## src/rtl/pipelined_adder_if.sv

```systemverilog
// Operand/result handshake bundle for pipelined_adder: a valid/ready beat in
// (a, b, cin, sub) and a valid/ready beat out (sum, cout, ovf).
interface pipelined_adder_if #(
  parameter int WIDTH = 16
);
  logic             in_valid;
  logic             in_ready;
  logic [WIDTH-1:0] a;
  logic [WIDTH-1:0] b;
  logic             cin;
  logic             sub;
  logic             out_valid;
  logic             out_ready;
  logic [WIDTH-1:0] sum;
  logic             cout;
  logic             ovf;

  modport master (
    output in_valid, a, b, cin, sub, out_ready,
    input  in_ready, out_valid, sum, cout, ovf
  );

  modport slave (
    input  in_valid, a, b, cin, sub, out_ready,
    output in_ready, out_valid, sum, cout, ovf
  );
endinterface

```

## src/rtl/pipelined_adder.sv

```systemverilog
// Pipelined carry-chain adder/subtractor: WIDTH bits split into STAGES segments,
// carry registered between stages. Define ADDER_SAT_EN for signed saturation.
module pipelined_adder #(
  parameter int WIDTH  = 16,
  parameter int STAGES = 4
) (
  input logic              clk,
  input logic              rst,
  pipelined_adder_if.slave bus
);
  localparam int SEG  = WIDTH / STAGES;
  localparam int LAST = STAGES - 1;

  typedef logic [WIDTH-1:0] word_t;

  // Stage registers. a_q/b_q carry the operands forward so each stage finds its
  // segment still aligned; s_q accumulates finished lower result segments.
  word_t [STAGES-1:0] a_q, b_q, s_q;
  logic  [STAGES-1:0] c_q, v_q;
  logic               ovf_q;

  // Per-stage inputs (from ports for stage 0, from the previous stage otherwise).
  word_t [STAGES-1:0] a_i, b_i, s_i, s_n;
  logic  [STAGES-1:0] c_i, v_i, c_n;
  logic  [STAGES-1:0][SEG:0] seg_r;
  logic               msb_cin, ovf_n;
  word_t              sum_n;

  logic stall, advance;

  assign stall        = v_q[LAST] & ~bus.out_ready;
  assign advance      = ~stall;
  assign bus.in_ready = advance;

  // NOTE: every signal driven from an always_comb is assigned on every pass
  // through the block, so no latches are inferred.
  always_comb begin
    a_i[0] = bus.a;
    b_i[0] = bus.sub ? ~bus.b : bus.b;
    c_i[0] = bus.sub | bus.cin;
    s_i[0] = '0;
    v_i[0] = bus.in_valid;
    for (int k = 1; k < STAGES; k++) begin
      a_i[k] = a_q[k-1];
      b_i[k] = b_q[k-1];
      c_i[k] = c_q[k-1];
      s_i[k] = s_q[k-1];
      v_i[k] = v_q[k-1];
    end
  end

  always_comb begin
    for (int k = 0; k < STAGES; k++) begin
      seg_r[k] = {1'b0, a_i[k][k*SEG +: SEG]} + {1'b0, b_i[k][k*SEG +: SEG]}
               + {{SEG{1'b0}}, c_i[k]};
      s_n[k]   = s_i[k] | (word_t'(seg_r[k][SEG-1:0]) << (k * SEG));
      c_n[k]   = seg_r[k][SEG];
    end
    // Carry into the MSB is recovered from the MSB sum bit: s = a ^ b ^ c.
    msb_cin = a_i[LAST][WIDTH-1] ^ b_i[LAST][WIDTH-1] ^ s_n[LAST][WIDTH-1];
    ovf_n   = msb_cin ^ c_n[LAST];
    sum_n   = s_n[LAST];
`ifdef ADDER_SAT_EN
    if (ovf_n) begin
      sum_n = a_i[LAST][WIDTH-1] ? {1'b1, {(WIDTH-1){1'b0}}}
                                 : {1'b0, {(WIDTH-1){1'b1}}};
    end
`endif
  end

  // NOTE: sequential state uses non-blocking assignments only, so every stage
  // samples the previous stage's pre-edge value.
  always_ff @(posedge clk or posedge rst) begin
    if (rst) begin
      // NOTE: data registers are reset as well as the valid bits, so the
      // result outputs read 0 during reset and never carry X afterwards.
      v_q   <= '0;
      a_q   <= '0;
      b_q   <= '0;
      s_q   <= '0;
      c_q   <= '0;
      ovf_q <= 1'b0;
    end else if (advance) begin
      v_q <= v_i;
      a_q <= a_i;
      b_q <= b_i;
      for (int k = 0; k < LAST; k++) begin
        s_q[k] <= s_n[k];
        c_q[k] <= c_n[k];
      end
      // Result registers only load real beats; bubbles leave the last result.
      if (v_i[LAST]) begin
        s_q[LAST] <= sum_n;
        c_q[LAST] <= c_n[LAST];
        ovf_q     <= ovf_n;
      end
    end
  end

  assign bus.out_valid = v_q[LAST];
  assign bus.sum       = s_q[LAST];
  assign bus.cout      = c_q[LAST];
  assign bus.ovf       = ovf_q;

  // Operand copies in the final stage have no consumer.
  logic unused_tail;
  assign unused_tail = ^{a_q[LAST], b_q[LAST]};

endmodule

```

## src/flat_wrapper.sv

```systemverilog
// flat-port wrapper written by rule: the top's interface ports become plain ports
module pipelined_adder_flat 
#(
  parameter int WIDTH  = 16,
  parameter int STAGES = 4
)
  (clk, rst, bus_in_valid, bus_a, bus_b, bus_cin, bus_sub, bus_out_ready, bus_in_ready, bus_out_valid, bus_sum, bus_cout, bus_ovf);
  pipelined_adder_if #(.WIDTH(WIDTH)) bus_i ();
  input logic clk;
  input logic rst;
  input wire logic [$bits(bus_i.in_valid)-1:0] bus_in_valid;
  input wire logic [$bits(bus_i.a)-1:0] bus_a;
  input wire logic [$bits(bus_i.b)-1:0] bus_b;
  input wire logic [$bits(bus_i.cin)-1:0] bus_cin;
  input wire logic [$bits(bus_i.sub)-1:0] bus_sub;
  input wire logic [$bits(bus_i.out_ready)-1:0] bus_out_ready;
  output wire logic [$bits(bus_i.in_ready)-1:0] bus_in_ready;
  output wire logic [$bits(bus_i.out_valid)-1:0] bus_out_valid;
  output wire logic [$bits(bus_i.sum)-1:0] bus_sum;
  output wire logic [$bits(bus_i.cout)-1:0] bus_cout;
  output wire logic [$bits(bus_i.ovf)-1:0] bus_ovf;
  assign bus_i.in_valid = bus_in_valid;
  assign bus_i.a = bus_a;
  assign bus_i.b = bus_b;
  assign bus_i.cin = bus_cin;
  assign bus_i.sub = bus_sub;
  assign bus_i.out_ready = bus_out_ready;
  assign bus_in_ready = bus_i.in_ready;
  assign bus_out_valid = bus_i.out_valid;
  assign bus_sum = bus_i.sum;
  assign bus_cout = bus_i.cout;
  assign bus_ovf = bus_i.ovf;
  pipelined_adder #(.WIDTH(WIDTH), .STAGES(STAGES)) u_core (.clk(clk), .rst(rst), .bus(bus_i));
endmodule
```

## config.mk

```make
export PLATFORM = sky130hd
export DESIGN_NAME = pipelined_adder_flat
export DESIGN_NICKNAME = d
export VERILOG_FILES = /design/src/rtl/pipelined_adder_if.sv /design/src/rtl/pipelined_adder.sv /design/src/flat_wrapper.sv
export SDC_FILE = /design/constraint.sdc
export NUM_CORES = 1
export LEC_CHECK = 0
export ABC_AREA = 0
export ABC_CLOCK_PERIOD_IN_PS = 2800
export BUFFER_PORTS_ARGS = -buffer_cell sky130_fd_sc_hd__buf_4
export CORE_AREA = 2 2 97 99
export DETAILED_ROUTE_END_ITERATION = 12
export DIE_AREA = 0 0 99 101
export HOLD_SLACK_MARGIN = 0.05
export PLACE_DENSITY = 0.78
export SYNTH_ARGS = -nofsm -noshare
export SYNTH_HDL_FRONTEND = slang
export SYNTH_SLANG_ARGS = --single-unit
export TNS_END_PERCENT = 50
```

## constraint.sdc

```tcl
create_clock -name clk -period 2.8 [get_ports clk]
set_input_delay 0.28 -clock clk [delete_from_list [all_inputs] [get_ports clk]]
set_output_delay 0.28 -clock clk [all_outputs]
set_load 0.03 [all_outputs]
```

**After elaboration in Yosys (flattened, before gate mapping)**

Cells that the tools add are included.

- Flip-flop bits (word level): 157
- Input port bits: 38
- Output and inout port bits: 20
- Logic and storage cells: 35

- $add $sub $neg: 8
- Muxes and demuxes: 1
- Bitwise operators: 11
- Reduce and logical (&&, ||, !) cells: 1

Operators by type and width:

| operator | number |
|---|---|
| $add A4 B4 Y5 | 4 |
| $add A5 B1 Y5 | 4 |
| $mux W16 | 1 |
| $not A16 Y16 | 1 |
| $or A16 B12 Y16 | 1 |
| $or A16 B16 Y16 | 1 |
| $or A4 B8 Y8 | 1 |
| $xor A1 B1 Y1 | 3 |
| $not A1 Y1 | 2 |
| $reduce_and A2 Y1 | 1 |
| $and A1 B1 Y1 | 1 |
| $or A1 B1 Y1 | 1 |

**Longest topological paths before layout**

- Word-level depth: 5
- Mapped depth: 8

**Worst setup path before layout**

Ideal clock, no wire load.

- Path kind: input-to-reg
- Start point: input bus_sub
- End point: register u_core.c_q[0]
- Setup time: 135 ps
- Data arrival time: 2,087 ps
- Setup slack: 578 ps
- Cell stages on the path: 8
- Buffers on the path: 2
- Cell sequence: buf_2 -> buf_4 -> or2_2 -> fa_1 -> fa_1 -> a21o_1 -> a21oi_1 -> a21oi_1

- Longest elaborated chain between the ends: 3
- Elaborated cells between the ends (all ways): 4

Ends and longest elaborated chain:

| item | line | RTL |
|---|---|---|
| start, declared | flat_wrapper.sv:15 | `input wire logic [$bits(bus_i.sub)-1:0] bus_sub;` |
| $mux W16 | pipelined_adder.sv:39 | `b_i[0] = bus.sub ? ~bus.b : bus.b;` |
| $add A4 B4 Y5 | pipelined_adder.sv:54 | `seg_r[k] = {1'b0, a_i[k][k*SEG +: SEG]} + {1'b0, b_i[k][k*SEG +: SEG]}` |
| $add A5 B1 Y5 (*) | pipelined_adder.sv:55 | `+ {{SEG{1'b0}}, c_i[k]};` |
| end signal, assigned by index | pipelined_adder.sv:89 | `c_q[k] <= c_n[k];` |
| end signal, assigned by index | pipelined_adder.sv:94 | `c_q[LAST] <= c_n[LAST];` |
| end, declared | pipelined_adder.sv:19 | `logic [STAGES-1:0] c_q, v_q;` |

Every way passes the cells marked *; elsewhere a longest branch is shown, timed or not.
A chain may end at the register's enable or synchronous reset.

**Worst setup path in the final report**

- Start point: register u_core.c_q[0]
- End point: register u_core.c_q[1]

- Longest elaborated chain between the ends: 1

Ends and longest elaborated chain:

| item | line |
|---|---|
| $add A5 B1 Y5 | pipelined_adder.sv:55 |

Every way passes these cells.

==> PnR_summary.wiki <==
{| class="wikitable"
! Metric !! Value
|-
| Post-synthesis average cell area || about 10 µm²
|-
| Detail-routed net length per standard cell || 12.1 µm
|-
| Number of primary I/O pins || 58
|-
| Root Buffer || clkbuf_8
|-
| Number of unique standard cell types used by synthesis || 26
|-
| Setup repair after global routing missed its margin || false
|-
| Crit path DAT || approximately 2100 ps
|-
| Starting density of the core || roughly 48%
|-
| VDD IR-drop max || approximately 0.00042 V
|-
| Placed inst area || just under 0.005 mm²
|-
| Most common cell on crit path || fa_1
|-
| CTS Hold Bufs || 0
|-
| Number of warning messages in the yosys log || 0
|-
| Setup fix buffers added after clock tree synthesis || 0
|-
| Number of maximum-capacitance violations || 0
|-
| Nature of the critical path endpoint || flip-flop
|-
| Area share of the leading cell type in the synthesized netlist || between 50% and 60%
|-
| Post-synthesis sequential element count || 97
|-
| Layout Nets || 536
|-
| TritonCTS clock tree || built
|-
| Clock slew at the register clock pins of the worst setup and hold paths || ~90 ps
|-
| Most numerous cell types in the synthesized netlist || nand2_1 (184), dfrtp_1 (97), o21ai_0 (26)
|-
| Pins over their slew limit || 0
|-
| Global-route usage over all layers || between 10% and 20%
|-
| Sum of negative setup slack || 0 ps
|-
| Headroom to the max-slew limit || 43.3%
|-
| Shortest period the worst path allows || around 1900 ps
|-
| Most used flip-flop cell after synthesis || dfrtp_1
|-
| Number of flops mapped to enable cells by yosys || 0
|-
| Number of endpoints failing setup at the final stage || 0
|-
| Family with the most delay on the worst path || adder cells
|-
| Type of the tightest min-delay check || primary input to asynchronous set/reset pin
|-
| Number of nets still failing antenna checks after routing || 0
|-
| Most area-hungry cell type in the Yosys netlist || dfrtp_1
|-
| Count of buffers inserted at the top-level ports || 57
|-
| Total CTS buffers || 9
|-
| Maximum number of pins on one net before global-route repair || 90
|-
| Total gr overflow || 0
|-
| Cell total after placement || 578
|-
| Highest fanout seen on the critical path || 2
|-
| Max Clock Skew || around 11 ps
|-
| Core area || around 0.0090 mm²
|-
| Final design instance area without fill || 0.00502 mm²
|-
| Final hold violation count || 0
|-
| Detailed placer's ending HPWL || 4940 µm
|-
| Buf/Inv on CP || 0
|-
| Vias per inst || roughly 4.8
|-
| Most area-consuming cells after synthesis || dfrtp_1 (56%), nand2_1 (16%), mux2_4 (4.2%)
|-
| Type of element launching the critical path || flip-flop
|-
| Cell at the slowest stage of the critical path || fa_1
|-
| Post-Syn Instances || about 430
|-
| Required time reported for the critical path endpoint || about 3000 ps
|-
| First-pass GRT wire length || between 10000 and 15000 µm
|-
| Antenna violations before repair || 0
|-
| Cell-by-cell trace of the critical path || fa_1, fa_1, a21o_1, a211oi_1, a21oi_1
|-
| Total vias in the final route || 2831
|-
| Initial drt markers || 87
|-
| Most frequent cell after synthesis || nand2_1
|-
| Total number of placement rows || 35
|-
| Die area || roughly 0.01 mm²
|-
| CTS HTree Levels || 3
|-
| Via count of the first global-routing pass || between 2000 and 3000
|-
| Max Freq || ~530 MHz
|-
| Critical path type || flip-flop to flip-flop
|-
| Horiz. Die Dim || 99 µm
|-
| Sequential fraction of the synthesis area || roughly 56%
|-
| Combined area of all synthesized cells || ~0.0043 mm²
|-
| Worst skew pair latency || 350 ps
|-
| Delay of the slowest cell on the worst path || between 400 and 500 ps
|-
| Run status || complete, no violations
|-
| Die span in y || around 100 µm
|-
| Fraction of final layout cells sized beyond drive strength 1 || between 10% and 20%
|-
| # DRC || 0
|-
| Share of the core filled with cells || 55.9%
|-
| Fraction of registers with async set or reset after synthesis || 100%
|-
| Filler-free cell count of the finished design || about 590
|-
| Total Routed Length || around 7200 µm
|-
| Ant diodes || 0
|-
| Routability congestion estimate || around 0.82
|-
| Slew at the pin closest to its max-slew limit || ~850 ps
|-
| Total nets after synthesis || 485
|-
| Number of gates resized after cts || 0
|-
| Clk buf depth || 2
|-
| Power density cells || around 1100 mW/mm²
|-
| Leakage power of the design || roughly 2.6 nW
|-
| Fill cell total of the finished layout || around 800
|-
| Growth of design area from synthesis to finish || 16.5%
|-
| Number of detailed-routing iterations run before antenna repair || 4
|-
| Part of the cycle the worst path needs || approximately 68%
|-
| Total clock sinks || between 90 and 100
|}
-- flip-flops by register name, summed over array words and instances, names as in the netlist --
name	flops
u_core.a_i	24
u_core.b_i	24
u_core.bus.sum	16
u_core.s_i	24
u_core.bus.ovf	1
u_core.c_q	4
u_core.v_q	4
-- cells by family after synthesis --
group	count (synthesis)	synth area share, %
and+or+nand+nor	198	18.0
DFF	97	56.3
AOI/OAI and AO/OA	43	5.34
buffers and inverters	31	3.54
xor gates and xnor gates	24	4.88
adders and majority gates	20	7.20
muxes	14	4.70
-- metrics by stage --
step / worst slack, ps / hold WS (ps) / total power, mW
CTS: 888 / 98.3 / 5.62
global route: 803 / 108 / 5.99
detailed placement: 604 / 455 / 4.65
floorplan: 578 / 392 / 4.05
finish: 906 / 81.3 / 5.54
global placement: 659 / 451 / 4.53
-- final timing paths --
path	cells past startpoint	end	slack, ps	startpoint
min in group clk	3	u_core.a_i[27]	120	bus_a[11]
max in group asynchronous	3	u_core.b_i[62]	1950	rst
worst min-delay path	2	u_core.bus.sum[1]	80	rst
worst min register to register	2	u_core.s_i[55]	470	u_core.s_i[39]
worst max-delay path	5	u_core.c_q[1]	910	u_core.c_q[0]
worst max register to register	5	u_core.c_q[1]	910	u_core.c_q[0]
-- placed cells by master (no fill, tap or decap), types with 8 or more instances in the layout --
cell type	instances
mux2_4	12
inv_1	8
o21ai_0	26
xor2_1	9
buf_4	60
nand2_1	184
dfrtp_1	97
ha_1	12
clkbuf_8	9
a21oi_1	11
xnor2_1	15
fa_1	8
-- worst register-to-register path, delay by kind of cell, from the launching register on --
family	cells	cell delay, ps
adder cells (fa/ha/maj)	2	880
flip-flops	1	400
AO/OA/AOI/OAI	3	460
-- area by class of cell --
class	instances	area, µm²	share of cell area, %
flip-flops and latches	97	2430	48.4
multi-input cells	299	1730	34.5
repair buffers	61	470	9.37
well taps	111	139	2.77
clock buffers	10	128	2.54
clock inverters	5	81.3	1.62
inverters	10	43.8	0.872
-- layer usage --
layer	vias to the layer above	wire (µm)	track usage [%]	share of wire (%)
li1	1438	-	-	-
met2	45	3520	26.6	49
met3	10	229	2.70	3.2
met4	0	134	6.95	1.9
met5	-	0	0	0
met1	1338	3320	20.2	46
-- power by group --
group / total [mW] / switching, mW / internal, mW
clock network: 0.952 / 0.454 / 0.499
registers: 2.38 / 0.361 / 2.02
logic: 2.20 / 1.22 / 0.981
Note: power is estimated with default switching activity, not from simulation.
